<file path="config.mk">
export PLATFORM = sky130hd
export DESIGN_NAME = sw_port_out_queue
export DESIGN_NICKNAME = d
export VERILOG_FILES = /design/src/rtl/sw_port_out_queue.sv
export SDC_FILE = /design/constraint.sdc
export NUM_CORES = 1
export LEC_CHECK = 0
export CORE_ASPECT_RATIO = 0.8
export CORE_MARGIN = 4
export CORE_UTILIZATION = 54
export DETAILED_ROUTE_END_ITERATION = 12
export PLACE_DENSITY = 0.76
export SYNTH_ARGS = -nofsm -noshare
export SYNTH_HDL_FRONTEND = slang
export SYNTH_SLANG_ARGS = --single-unit
</file>
<file path="constraint.sdc">
create_clock -name clk -period 2.8 [get_ports clk]
set_input_delay 0.56 -clock clk [delete_from_list [all_inputs] [get_ports clk]]
set_output_delay 0.56 -clock clk [all_outputs]
set_load 0.005 [all_outputs]
</file>
<file path="src/rtl/sw_port_out_queue.sv">
// ---------------------------------------------------------------------------
// sw_port_out_queue
//
// Output-port queue for one switch egress port. Words routed to this port by
// the switch core are buffered in a circular buffer and presented to the port
// consumer with first-word fall-through.
//
// Handshakes:
//   producer side : a word transfers at a rising edge when in_valid && in_ready.
//                   in_valid while !in_ready discards the word (counted as a drop).
//   consumer side : the head word pops at a rising edge when read && ready.
//                   read while !ready changes nothing except the underrun flag.
//   in_ready and ready come from registered state only, so neither depends
//   combinationally on in_valid or read.
//
// Ports:
//   clk, rst_n   clock, asynchronous active-low reset
//   in_data      word from the switch core
//   in_valid     in_data is valid this cycle
//   in_ready     queue can accept a word (level != DEPTH)
//   data         head-of-queue word, valid while ready=1 (holds otherwise)
//   ready        queue non-empty
//   read         consumer pops the head word this cycle
//   level        current occupancy, 0..DEPTH
//   drop_cnt     saturating count of words offered while full
//   underrun     sticky flag: read seen while ready=0
//
// Optional feature macro: SW_PORT_OUT_STATS_EN
//   defined   : drop_cnt and underrun are implemented.
//   undefined : drop_cnt and underrun are tied to 0 and no counter logic exists.
// ---------------------------------------------------------------------------
module sw_port_out_queue #(
    parameter int DATA_W = 8,
    parameter int DEPTH  = 16,
    parameter int LVL_W  = $clog2(DEPTH) + 1
) (
    input  logic              clk,
    input  logic              rst_n,
    input  logic [DATA_W-1:0] in_data,
    input  logic              in_valid,
    output logic              in_ready,
    output logic [DATA_W-1:0] data,
    output logic              ready,
    input  logic              read,
    output logic [LVL_W-1:0]  level,
    output logic [7:0]        drop_cnt,
    output logic              underrun
);

    localparam int               PTR_W    = $clog2(DEPTH);
    localparam logic [LVL_W-1:0] FULL_LVL = LVL_W'(DEPTH);

    // Storage array; contents are not reset, only the pointers are.
    logic [DATA_W-1:0] mem_q [DEPTH];

    logic [PTR_W-1:0]  wr_ptr_q, wr_ptr_d;
    logic [PTR_W-1:0]  rd_ptr_q, rd_ptr_d;
    logic [LVL_W-1:0]  level_q,  level_d;
    logic [DATA_W-1:0] data_q,   data_d;

    logic push;
    logic pop;
    logic ready_w;
    logic in_ready_w;

    assign ready_w    = (level_q != '0);
    assign in_ready_w = (level_q != FULL_LVL);

    always_comb begin
        // Full is judged on the registered level: a pop this cycle does not
        // make room for a push offered in the same cycle.
        push = in_valid && in_ready_w;
        pop  = read && ready_w;

        wr_ptr_d = push ? wr_ptr_q + PTR_W'(1) : wr_ptr_q;
        rd_ptr_d = pop  ? rd_ptr_q + PTR_W'(1) : rd_ptr_q;

        level_d = level_q;
        if (push && !pop) begin
            level_d = level_q + LVL_W'(1);
        end else if (pop && !push) begin
            level_d = level_q - LVL_W'(1);
        end

        // The head word is registered so data can hold its last value once
        // the queue empties. If the next head is the slot being written this
        // cycle (push into an empty queue, or push+pop at level 1), take the
        // incoming word directly since the array is not yet updated.
        data_d = data_q;
        if (level_d != '0) begin
            if (push && (wr_ptr_q == rd_ptr_d)) begin
                data_d = in_data;
            end else begin
                data_d = mem_q[rd_ptr_d];
            end
        end
    end

    always_ff @(posedge clk) begin
        if (push) begin
            mem_q[wr_ptr_q] <= in_data;
        end
    end

    always_ff @(posedge clk or negedge rst_n) begin
        if (!rst_n) begin
            wr_ptr_q <= '0;
            rd_ptr_q <= '0;
            level_q  <= '0;
            data_q   <= '0;
        end else begin
            wr_ptr_q <= wr_ptr_d;
            rd_ptr_q <= rd_ptr_d;
            level_q  <= level_d;
            data_q   <= data_d;
        end
    end

    assign in_ready = in_ready_w;
    assign ready    = ready_w;
    assign level    = level_q;
    assign data     = data_q;

`ifdef SW_PORT_OUT_STATS_EN
    logic [7:0] drop_cnt_q, drop_cnt_d;
    logic       underrun_q, underrun_d;

    always_comb begin
        drop_cnt_d = drop_cnt_q;
        if (in_valid && !in_ready_w && (drop_cnt_q != 8'hFF)) begin
            drop_cnt_d = drop_cnt_q + 8'd1;
        end
        underrun_d = underrun_q | (read && !ready_w);
    end

    always_ff @(posedge clk or negedge rst_n) begin
        if (!rst_n) begin
            drop_cnt_q <= '0;
            underrun_q <= 1'b0;
        end else begin
            drop_cnt_q <= drop_cnt_d;
            underrun_q <= underrun_d;
        end
    end

    assign drop_cnt = drop_cnt_q;
    assign underrun = underrun_q;
`else
    assign drop_cnt = 8'd0;
    assign underrun = 1'b0;
`endif

endmodule
</file>
==> results_dict.tcl, run 1 <==
set metrics [dict create \
    synthSimpleGateAreaFrac_pct 8.080 \
    worstPathCellList "inv_2, ha_4, nor4b_4, inv_4, buf_4, and2_2, buf_12, a221oi_1, o22ai_2, o21ai_0, o32a_1, a21oi_1" \
    grt_pass1_wl_mm 30.90 \
    routedWlPerCell_um 24.98 \
    fill_cells 862 \
    netlist_area_um2 7247 \
    fmax_mhz 363.6 \
    fp-row-count 37 \
    min_path_type "input port to asynchronous set/reset pin" \
    multiInputGateArea_um2 2719 \
    arrival_ns 3.05 \
    numClockSinks 149 \
    io-pin-count 36 \
    synth-xor-area-share_pct 1.830 \
    async_flop_share_pct 14.09 \
    max_stage_delay_ns 0.42 \
    fin_nets 659 \
    routabilityCongestion 0.8963 \
    wl_mm 20.69 \
    via_per_inst 6.949 \
    hold_viol_final 0 \
    synthMuxAreaShare_pct 4.696 \
    final-seq-area_um2 4370 \
    critPathBufInv 4 \
    utilization_pct 68.90 \
    syn-mean-instance-area_um2 12.76 \
    crit_fanout 28 \
    dieArea_um2 15350 \
    grt_antenna_before_repair 0 \
    required_ns 3.10 \
    synthFlopType "edfxtp_1" \
    port_buffers 26 \
    dr.pass1.iters 6 \
    ys_ff_latch 149 \
    grt_max_degree 83 \
    clk_path_buf_depth 2 \
    hpwl_mm 13.11 \
    antenna_cells 0 \
    crit_family "compound AO/OA/AOI/OAI gates" \
    drt_iter0_drc 872 \
    place_ws_ns -0.2493 \
    gr-total-overflow 0 \
    drv_slew 0 \
    synth_cells 568 \
    num_vias 5754 \
    status "completed" \
    synth_cell_types 51 \
    numCtsBuffers 17 \
    worst_slew_pin_slew_ns 0.6720 \
    fin_crit_ns 2.751 \
    period_share_pct 98.23 \
    max-cap-violations 0 \
    critPathSlowestCell "a221oi_1" \
    end_kind "register" \
    seq_area_frac_synth_pct 60.29 \
    cts_root_buf "clkbuf_16" \
    synth-compound-area-share_pct 19.27 \
    final_layout_size_suffix_gt1_share_pct 21.44 \
    antenna_left 0 \
    clk_pin_slew_ns 0.06 \
    synth_top_family_by_area "compound AO/OA/AOI/OAI gates" \
    first_global_vias 5379 \
    htree_levels 4 \
    post-route-drc-count 0 \
    ir_worst_vdd_mv 0.6568 \
    core_um2 13010 \
    grt_usage_pct 26.96 \
    die_x_um 137.5 \
    finalSetupViolations 0 \
    cts_tree "built" \
    ctsHoldBuffers 0 \
    area_growth_pct 23.69 \
    p_leak_nw 3.170 \
    synth-adder-area-share_pct 1.209 \
    clock_latency_ns 0.43 \
    cp-start-kind "register" \
    path_class "register to register" \
    ys.warnings.count 0 \
    timing.final.ws_setup_ns 0.04947 \
    power.density_nw_per_um2 1181 \
    initial_utilization_pct 55.71 \
    skew_ns 0.009243 \
    synth-edff-count 128 \
    die_h_um 111.6 \
    fin_tns_setup_ns 0 \
    max-slew-margin-rel_pct 55.06 \
]
## registers in the layout, indices dropped and copies added, names as in the netlist
| signal | flops |
|---|---|
| mem_q | 128 |
| data | 8 |
| level | 5 |
| rd_ptr_q | 4 |
| wr_ptr_q | 4 |
## cell usage in the layout (no fill, tap or decap), types with 13 or more instances in the layout
cell type	n
clkbuf_16	20
mux2i_1	34
a221oi_1	87
o22ai_1	15
inv_1	15
buf_4	54
nor2_1	50
clkdlybuf4s50_1	26
nand2_1	14
edfxtp_1	128
dfrtp_1	20
nor3_1	13
## final timing paths
| kind | from | end | slack (ns) | depth (start not counted) |
|---|---|---|---|---|
| min reg2reg | data[2]$_DFFE_PN0P_ | data[2]$_DFFE_PN0P_ | 0.57 | 1 |
| min | rst_n | level[4]$_DFF_PN0_ | 0.50 | 2 |
| max in group asynchronous | rst_n | rd_ptr_q[0]$_DFF_PN0_ | 2.03 | 2 |
| max reg2reg | level[0]$_DFF_PN0_ | data[7]$_DFFE_PN0P_ | 0.05 | 12 |
| min in group clk | data[2]$_DFFE_PN0P_ | data[2]$_DFFE_PN0P_ | 0.57 | 1 |
| max | level[0]$_DFF_PN0_ | data[7]$_DFFE_PN0P_ | 0.05 | 12 |
## worst reg2reg max path: stages, from the launching register on
cell and delay, ns:
dfrtp_1 0.38, inv_2 0.08, ha_4 0.14, nor4b_4 0.26
inv_4 0.09, buf_4 0.17, and2_2 0.22, buf_12 0.18
a221oi_1 0.43, o22ai_2 0.17, o21ai_0 0.22, o32a_1 0.19
a21oi_1 0.08
## metrics by stage
stage	hold slack, ns	power [W]	area (um2)	std cells
2_1_floorplan	0.2644	0.006012	7287	576
3_3_place_gp	0.5257	0.007635	8120	786
3_5_place_dp	0.5505	0.007797	8120	786
4_1_cts	0.5038	0.01009	8718	820
5_1_grt	0.5215	0.01104	8964	828
6_report	0.4985	0.01059	8964	828
## synthesized netlist by cell type, types with 2 or more instances
| library cell | instances | area, um2 |
|---|---|---|
| ha_1 | 7 | 87.58 |
| dfrtp_1 | 21 | 525.5 |
| a22oi_1 | 6 | 45.04 |
| nand3_1 | 5 | 25.02 |
| or4_1 | 3 | 22.52 |
| buf_4 | 9 | 67.56 |
| a211oi_1 | 3 | 22.52 |
| nand2b_1 | 6 | 37.54 |
| nand3b_1 | 2 | 15.01 |
| buf_6 | 2 | 22.52 |
| mux2i_1 | 34 | 340.3 |
| o221ai_1 | 15 | 131.4 |
| buf_2 | 5 | 25.02 |
| inv_2 | 2 | 7.510 |
| inv_1 | 17 | 63.81 |
| nor3_1 | 16 | 80.08 |
| a221oi_1 | 91 | 797.0 |
| edfxtp_1 | 128 | 3844 |
| xnor2_1 | 10 | 87.58 |
| xnor3_1 | 2 | 45.04 |
| and2_1 | 3 | 18.77 |
| nor2b_1 | 4 | 25.02 |
| o21ai_0 | 10 | 50.05 |
| nand2_1 | 16 | 60.06 |
| nor2_1 | 52 | 195.2 |
| nand4_1 | 3 | 18.77 |
| o32a_1 | 9 | 90.09 |
| o22ai_1 | 17 | 106.4 |
| o211ai_1 | 2 | 15.01 |
| a21oi_1 | 12 | 60.06 |
| clkbuf_1 | 36 | 135.1 |
## metal layers
metal  global-route usage [%]  wire length [um]  part of all wire (%)
met3                    7.769              2893                    14
met4                    9.375               517                   2.5
met2                    38.95              9325                    45
met5                        0                 0                     0
met1                    39.15              7951                    38
## logic make-up (layout without fill, tap and decap cells)
group / after synthesis / in the layout
xor gates and xnor gates: 12 / 12
adders and majority gates: 7 / 7
muxes: 34 / 34
DFF: 149 / 149
buffers and inverters: 73 / 150
AOI/OAI and AO/OA: 173 / 173
other: 1 / 9
and+or+nand+nor: 119 / 119
## where the power goes
group          leakage (nW)  internal [W]  switching (W)
combinational          1.48       0.00231        0.00289
sequential             1.40       0.00278       0.000346
clock                 0.288       0.00131       0.000953
total                  3.17       0.00640        0.00419
## layout make-up
class | count | share of cell area (%)
clock buffers | 20 | 5.221
clock inverters | 12 | 1.284
inverters | 20 | 0.8654
multi-input cells | 354 | 30.33
flip-flops and latches | 149 | 48.76
well taps | 175 | 2.443
repair buffers | 98 | 11.10
## what timing repair did
action,CTS,global route
pin swaps,1,10
gates resized for setup,1,30
gates cloned,0,3
setup buffers,2,5
endpoints found under the setup margin,2,8
(Power assumes the default switching activity.)
==> run 2, diff against run 1 <==
--- a/config.mk
+++ b/config.mk
@@ -9,6 +9,7 @@
 export CORE_MARGIN = 4
 export CORE_UTILIZATION = 54
 export DETAILED_ROUTE_END_ITERATION = 12
+export MAX_ROUTING_LAYER = met4
 export PLACE_DENSITY = 0.76
 export SYNTH_ARGS = -nofsm -noshare
 export SYNTH_HDL_FRONTEND = slang
==> run 2 against run 1 <==
Against the previous run: non-clock buffer count rose by 1; sequential power barely moved; critical endpoint is now data[0]$_DFFE_PN0P_; highest routed layer unchanged; critical path depth rose by 1; largest power group unchanged; total power fell by 1.2%.
==> results_dict.tcl, run 2 (synthesis results as in run 1) <==
set metrics [dict create \
    status "completed" \
    first_global_vias 5438 \
    grt_max_degree 75 \
    worst_slew_pin_slew_ns 0.6967 \
    fmax_mhz 367.8 \
    clk_pin_slew_ns 0.06 \
    p_leak_nw 3.154 \
    cts_tree "built" \
    stdcell_count 829 \
    htree_levels 4 \
    final_layout_size_suffix_gt1_share_pct 20.95 \
    num_vias 5707 \
    power.density_nw_per_um2 1172 \
    drt_iter0_drc 824 \
    core_um2 13010 \
    port_buffers 26 \
    clk_path_buf_depth 2 \
    arrival_ns 3.07 \
    min_path_type "input port to asynchronous set/reset pin" \
    cts_root_buf "clkbuf_16" \
    cp-start-kind "register" \
    gr-total-overflow 0 \
    skew_ns 0.01048 \
    crit_fanout 12 \
    use_met3_pct 5.917 \
    layout_commonest_cell "edfxtp_1" \
    hold_viol_final 0 \
    grt_pass1_wl_mm 30.90 \
    grtUsageMet2_pct 40.41 \
    grt_usage_pct 27.66 \
    initial_utilization_pct 55.71 \
    finalSetupViolations 0 \
    die_x_um 137.5 \
    largest_register_ffs 128 \
    routabilityCongestion 0.9324 \
    drv_slew 0 \
    clock_latency_ns 0.43 \
    ir_worst_vdd_mv 0.6934 \
    top_register "mem_q" \
    hpwl_mm 13.04 \
    routedWlPerCell_um 24.64 \
    numCtsBuffers 17 \
    end_kind "register" \
    die_h_um 111.6 \
    max-slew-margin-rel_pct 53.41 \
    grtUsageMet1_pct 39.78 \
    ctsHoldBuffers 0 \
    max-cap-violations 0 \
    io-pin-count 36 \
    dieArea_um2 15350 \
    fp-row-count 37 \
    fill_cells 896 \
    dp.cells 788 \
    antenna_cells 0 \
    fin_nets 660 \
    antenna_left 0 \
    area_growth_pct 23.17 \
    grt_antenna_before_repair 0 \
    final_cell_mix "edfxtp_1, a221oi_1, buf_4, nor2_1, mux2i_1" \
    path_class "register to register" \
    fin_crit_ns 2.719 \
    post-route-drc-count 0 \
    via_per_inst 6.884 \
    numClockSinks 149 \
    dr.pass1.iters 5 \
    required_ns 3.15 \
    wl_mm 20.43 \
    period_share_pct 97.10 \
    timing.hold.ws_ns 0.4890 \
    grt.busiest_layer "met2" \
]
run 2: path summary, 6_finish.rpt:
path,start,slack (ns),to,cells past startpoint
hold reg to reg,data[2]$_DFFE_PN0P_,0.54,data[2]$_DFFE_PN0P_,1
setup / recovery,level[0]$_DFF_PN0_,0.08,data[0]$_DFFE_PN0P_,13
max in group asynchronous,rst_n,2.06,rd_ptr_q[0]$_DFF_PN0_,2
hold / removal,rst_n,0.49,level[1]$_DFF_PN0_,2
min in group clk,data[2]$_DFFE_PN0P_,0.54,data[2]$_DFFE_PN0P_,1
setup reg to reg,level[0]$_DFF_PN0_,0.08,data[0]$_DFFE_PN0P_,13
run 2: metal layers:
metal  part of all wire, %  wire length [um]
met1                    40              8168
met3                    12              2496
met5                     0                 0
met2                    46              9408
met4                   1.7               352
run 2: final cells by class:
| type | instances | area, um2 | area share (%) |
|---|---|---|---|
| clock buffers | 24 | 555.5 | 6.224 |
| clock inverters | 8 | 57.56 | 0.6448 |
| inverters | 20 | 77.57 | 0.8691 |
| multi-input cells | 354 | 2705 | 30.31 |
| flip-flops and latches | 149 | 4370 | 48.96 |
| well taps | 175 | 219.0 | 2.453 |
| repair buffers | 99 | 940.9 | 10.54 |
run 2: worst max-delay path: stages (launching register included):
cell	delay [ns]
dfrtp_1	0.39
inv_2	0.08
ha_4	0.15
nor4b_4	0.29
inv_4	0.11
buf_4	0.17
a21boi_4	0.20
buf_6	0.15
clkbuf_16	0.17
a221oi_1	0.09
nor2_1	0.25
o22ai_1	0.13
o32a_1	0.33
a21oi_1	0.14
run 2: through the flow:
| step | setup TNS (ns) | worst slack [ns] | instance area [um2] | util (%) | total power, W |
|---|---|---|---|---|---|
| after global routing | -0.01850 | -0.01850 | 8926 | 68.62 | 0.01095 |
| after CTS | 0 | 0.002926 | 8750 | 67.26 | 0.01006 |
| after detailed placement | -1.923 | -0.2786 | 8110 | 62.34 | 0.007747 |
| after floorplan | 0 | 0.009309 | 7287 | - | 0.006012 |
| after global placement | -1.056 | -0.1770 | 8110 | 62.34 | 0.007572 |
| final | 0 | 0.08123 | 8926 | 68.62 | 0.01046 |
run 2: where the power goes:
part	switching [W]	internal, W
combinational	0.00280	0.00225
sequential	0.000337	0.00278
clock	0.000907	0.00139
run 2: what timing repair did:
action	in CTS	in global routing
gates resized for setup	2	26
pin swaps	1	6
cloned	0	3
endpoints found under the setup margin	3	8
setup buffers	3	3
==> run 3, diff against run 2 <==
--- a/config.mk
+++ b/config.mk
@@ -8,9 +8,11 @@
 export CORE_ASPECT_RATIO = 0.8
 export CORE_MARGIN = 4
 export CORE_UTILIZATION = 54
+export CTS_CLUSTER_SIZE = 40
 export DETAILED_ROUTE_END_ITERATION = 12
 export MAX_ROUTING_LAYER = met4
 export PLACE_DENSITY = 0.76
+export RECOVER_POWER = 25
 export SYNTH_ARGS = -nofsm -noshare
 export SYNTH_HDL_FRONTEND = slang
 export SYNTH_SLANG_ARGS = --single-unit
==> run 3 against run 2 <==
Against the previous run: combinational power barely moved; routed wire length shrank 0.29%; sequential power barely moved; die area is the same; cell count unchanged; critical endpoint is now data[2]$_DFFE_PN0P_.
==> results_dict.tcl, run 3 (synthesis results as in run 1) <==
set metrics [dict create \
    worst_slew_pin_slew_ns 1.298 \
    grt_pass1_wl_mm 30.90 \
    fill_cells 897 \
    met2_length_mm 9.437 \
    crit_fanout 16 \
    io-pin-count 36 \
    ir_worst_vdd_mv 0.6882 \
    fp-row-count 37 \
    ctsHoldBuffers 0 \
    hpwl_mm 13.04 \
    via_per_inst 6.824 \
    grt_antenna_before_repair 0 \
    first_global_vias 5438 \
    reg2reg_depth 10 \
    min_path_cells 1 \
    switchingPower_w 0.004040 \
    required_ns 3.11 \
    die_x_um 137.5 \
    skew_ns 0.009052 \
    critPathSlowestCell "or4b_4" \
    crit_family "simple AND/OR/NAND/NOR gates" \
    num_vias 5657 \
    final_cell_mix "edfxtp_1, a221oi_1, buf_4, nor2_1, mux2i_1" \
    top_layer "met4" \
    clk_pin_slew_ns 0.06 \
    core_um2 13010 \
    cts_tree "built" \
    timing.hold.ws_ns 0.5492 \
    drv_slew 0 \
    max_stage_delay_ns 0.53 \
    fin_crit_ns 2.704 \
    fin_tns_setup_ns 0 \
    cts_root_buf "clkbuf_16" \
    place_ws_ns -0.2786 \
    cp-start-kind "register" \
    finalSetupViolations 0 \
    path_class "register to register" \
    initial_utilization_pct 55.71 \
    antenna_cells 0 \
    fmax_mhz 369.8 \
    numCtsBuffers 17 \
    end_kind "register" \
    crit-reg2reg-launch "level[0]$_DFF_PN0_" \
    min_to "data[2]$_DFFE_PN0P_" \
    largest_register_ffs 128 \
    holdCritStartpoint "data[2]$_DFFE_PN0P_" \
    grt_usage_pct 27.66 \
    timing.final.ws_setup_ns 0.09599 \
    min_path_type "register to register" \
    pwr-share-clk_pct 21.9 \
    post-route-drc-count 0 \
    arrival_ns 3.02 \
    critPathBufInv 3 \
    routedWlPerCell_um 24.57 \
    finalPower_w 0.01045 \
    wl_mm 20.37 \
    worstPathCellList "inv_2, ha_4, nor4b_4, inv_4, a211oi_4, a22oi_1, xnor2_1, or4b_4, buf_6, o22a_1" \
    dr_wl_met3_mm 2.361 \
    p_leak_nw 3.145 \
    area_growth_pct 23.01 \
    antenna_left 0 \
    clock_latency_ns 0.42 \
    wl_met1_mm 8.185 \
    max-cap-violations 0 \
    routabilityCongestion 0.9324 \
    htree_levels 4 \
    worstSetupStartpoint "level[0]$_DFF_PN0_" \
    max-slew-margin-rel_pct 13.44 \
    ff2ff_setup_slack_ns 0.1 \
    gr-total-overflow 0 \
    p_int_w 0.006409 \
    hold_viol_final 0 \
    grt_max_degree 75 \
    die_h_um 111.6 \
    clk_path_buf_depth 2 \
    drt_iter0_drc 857 \
    layout_commonest_cell "edfxtp_1" \
    sw_frac_of_total_pct 38.66 \
    dr.pass1.iters 6 \
    r2r-end "data[2]$_DFFE_PN0P_" \
    port_buffers 26 \
    status "completed" \
    period_share_pct 96.57 \
    dieArea_um2 15350 \
    power_frac_comb_pct 48.3 \
    seqPwrFrac_pct 29.8 \
    top_register "mem_q" \
    fin_nets 660 \
    power.density_nw_per_um2 1172 \
    final_layout_size_suffix_gt1_share_pct 20.49 \
    numClockSinks 149 \
]
==> run 3: cell types whose count changed in the layout (fill, tap and decap cells not counted), sizes merged <==
cell,before,now
buf,71,68
clkbuf,26,29
clkdlybuf4s50,26,19
dlygate4sd3,0,7
==> run 3: worst max path at each step <==
stage,to,cells past startpoint,slack [ns]
2_1_floorplan,data[0]$_DFFE_PN0P_,12,0.009
3_3_place_gp,data[1]$_DFFE_PN0P_,9,-0.18
3_5_place_dp,data[2]$_DFFE_PN0P_,8,-0.28
4_1_cts,data[2]$_DFFE_PN0P_,10,0.003
5_1_grt,data[6]$_DFFE_PN0P_,13,-0.02
6_report,data[2]$_DFFE_PN0P_,10,0.1
==> run 3: layer usage <==
layer	global-route usage, %	up-vias
li1	-	2450
met1	39.78	2772
met2	40.41	390
met3	5.917	45
met4	6.915	0
met5	-	-
==> run 3: worst register-to-register path, delay by kind of cell (launching register included) <==
kind | cells | cell delay, ns
AO/OA/AOI/OAI | 3 | 0.71
XOR/XNOR | 1 | 0.18
adder cells (fa/ha/maj) | 1 | 0.14
buffers and inverters | 3 | 0.36
flip-flops | 1 | 0.39
AND/OR/NAND/NOR | 2 | 0.82
==> run 3: layout make-up <==
type                       instances  area (um2)  area share (%)
clock buffer                      24       555.5           6.232
clock inverter                     8       57.56          0.6456
inverter                          20       77.57          0.8702
multi-input combinational        354        2705           30.34
sequential                       149        4370           49.02
tap                              175       219.0           2.456
timing repair buffer              99       929.6           10.43
==> run 3: what timing repair did <==
| item | CTS | global route |
|---|---|---|
| buffers inserted | 3 | 3 |
| pin swaps | 1 | 6 |
| gates resized for setup | 2 | 26 |
| endpoints found under the setup margin | 3 | 8 |
| gates cloned | 0 | 3 |
| endpoints found under the hold margin | 0 | 0 |
==> run 3: power by group through the flow <==
| stage | clock, W | sequential (W) | combinational, W |
|---|---|---|---|
| finish | 0.00229 | 0.00311 | 0.00505 |
| global route | 0.00241 | 0.00314 | 0.00540 |
| CTS | 0.00229 | 0.00309 | 0.00468 |
| detailed placement | 0 | 0.00313 | 0.00462 |
| global placement | 0 | 0.00310 | 0.00447 |
| floorplan | 0 | 0.00299 | 0.00303 |
==> run 3: through the flow <==
| stage | util (%) | std cells | cell area (um2) |
|---|---|---|---|
| global route | 68.53 | 829 | 8915 |
| CTS | 67.26 | 823 | 8750 |
| finish | 68.53 | 829 | 8915 |
| floorplan | - | 576 | 7287 |
| detailed placement | 62.34 | 788 | 8110 |
| global placement | 62.34 | 788 | 8110 |
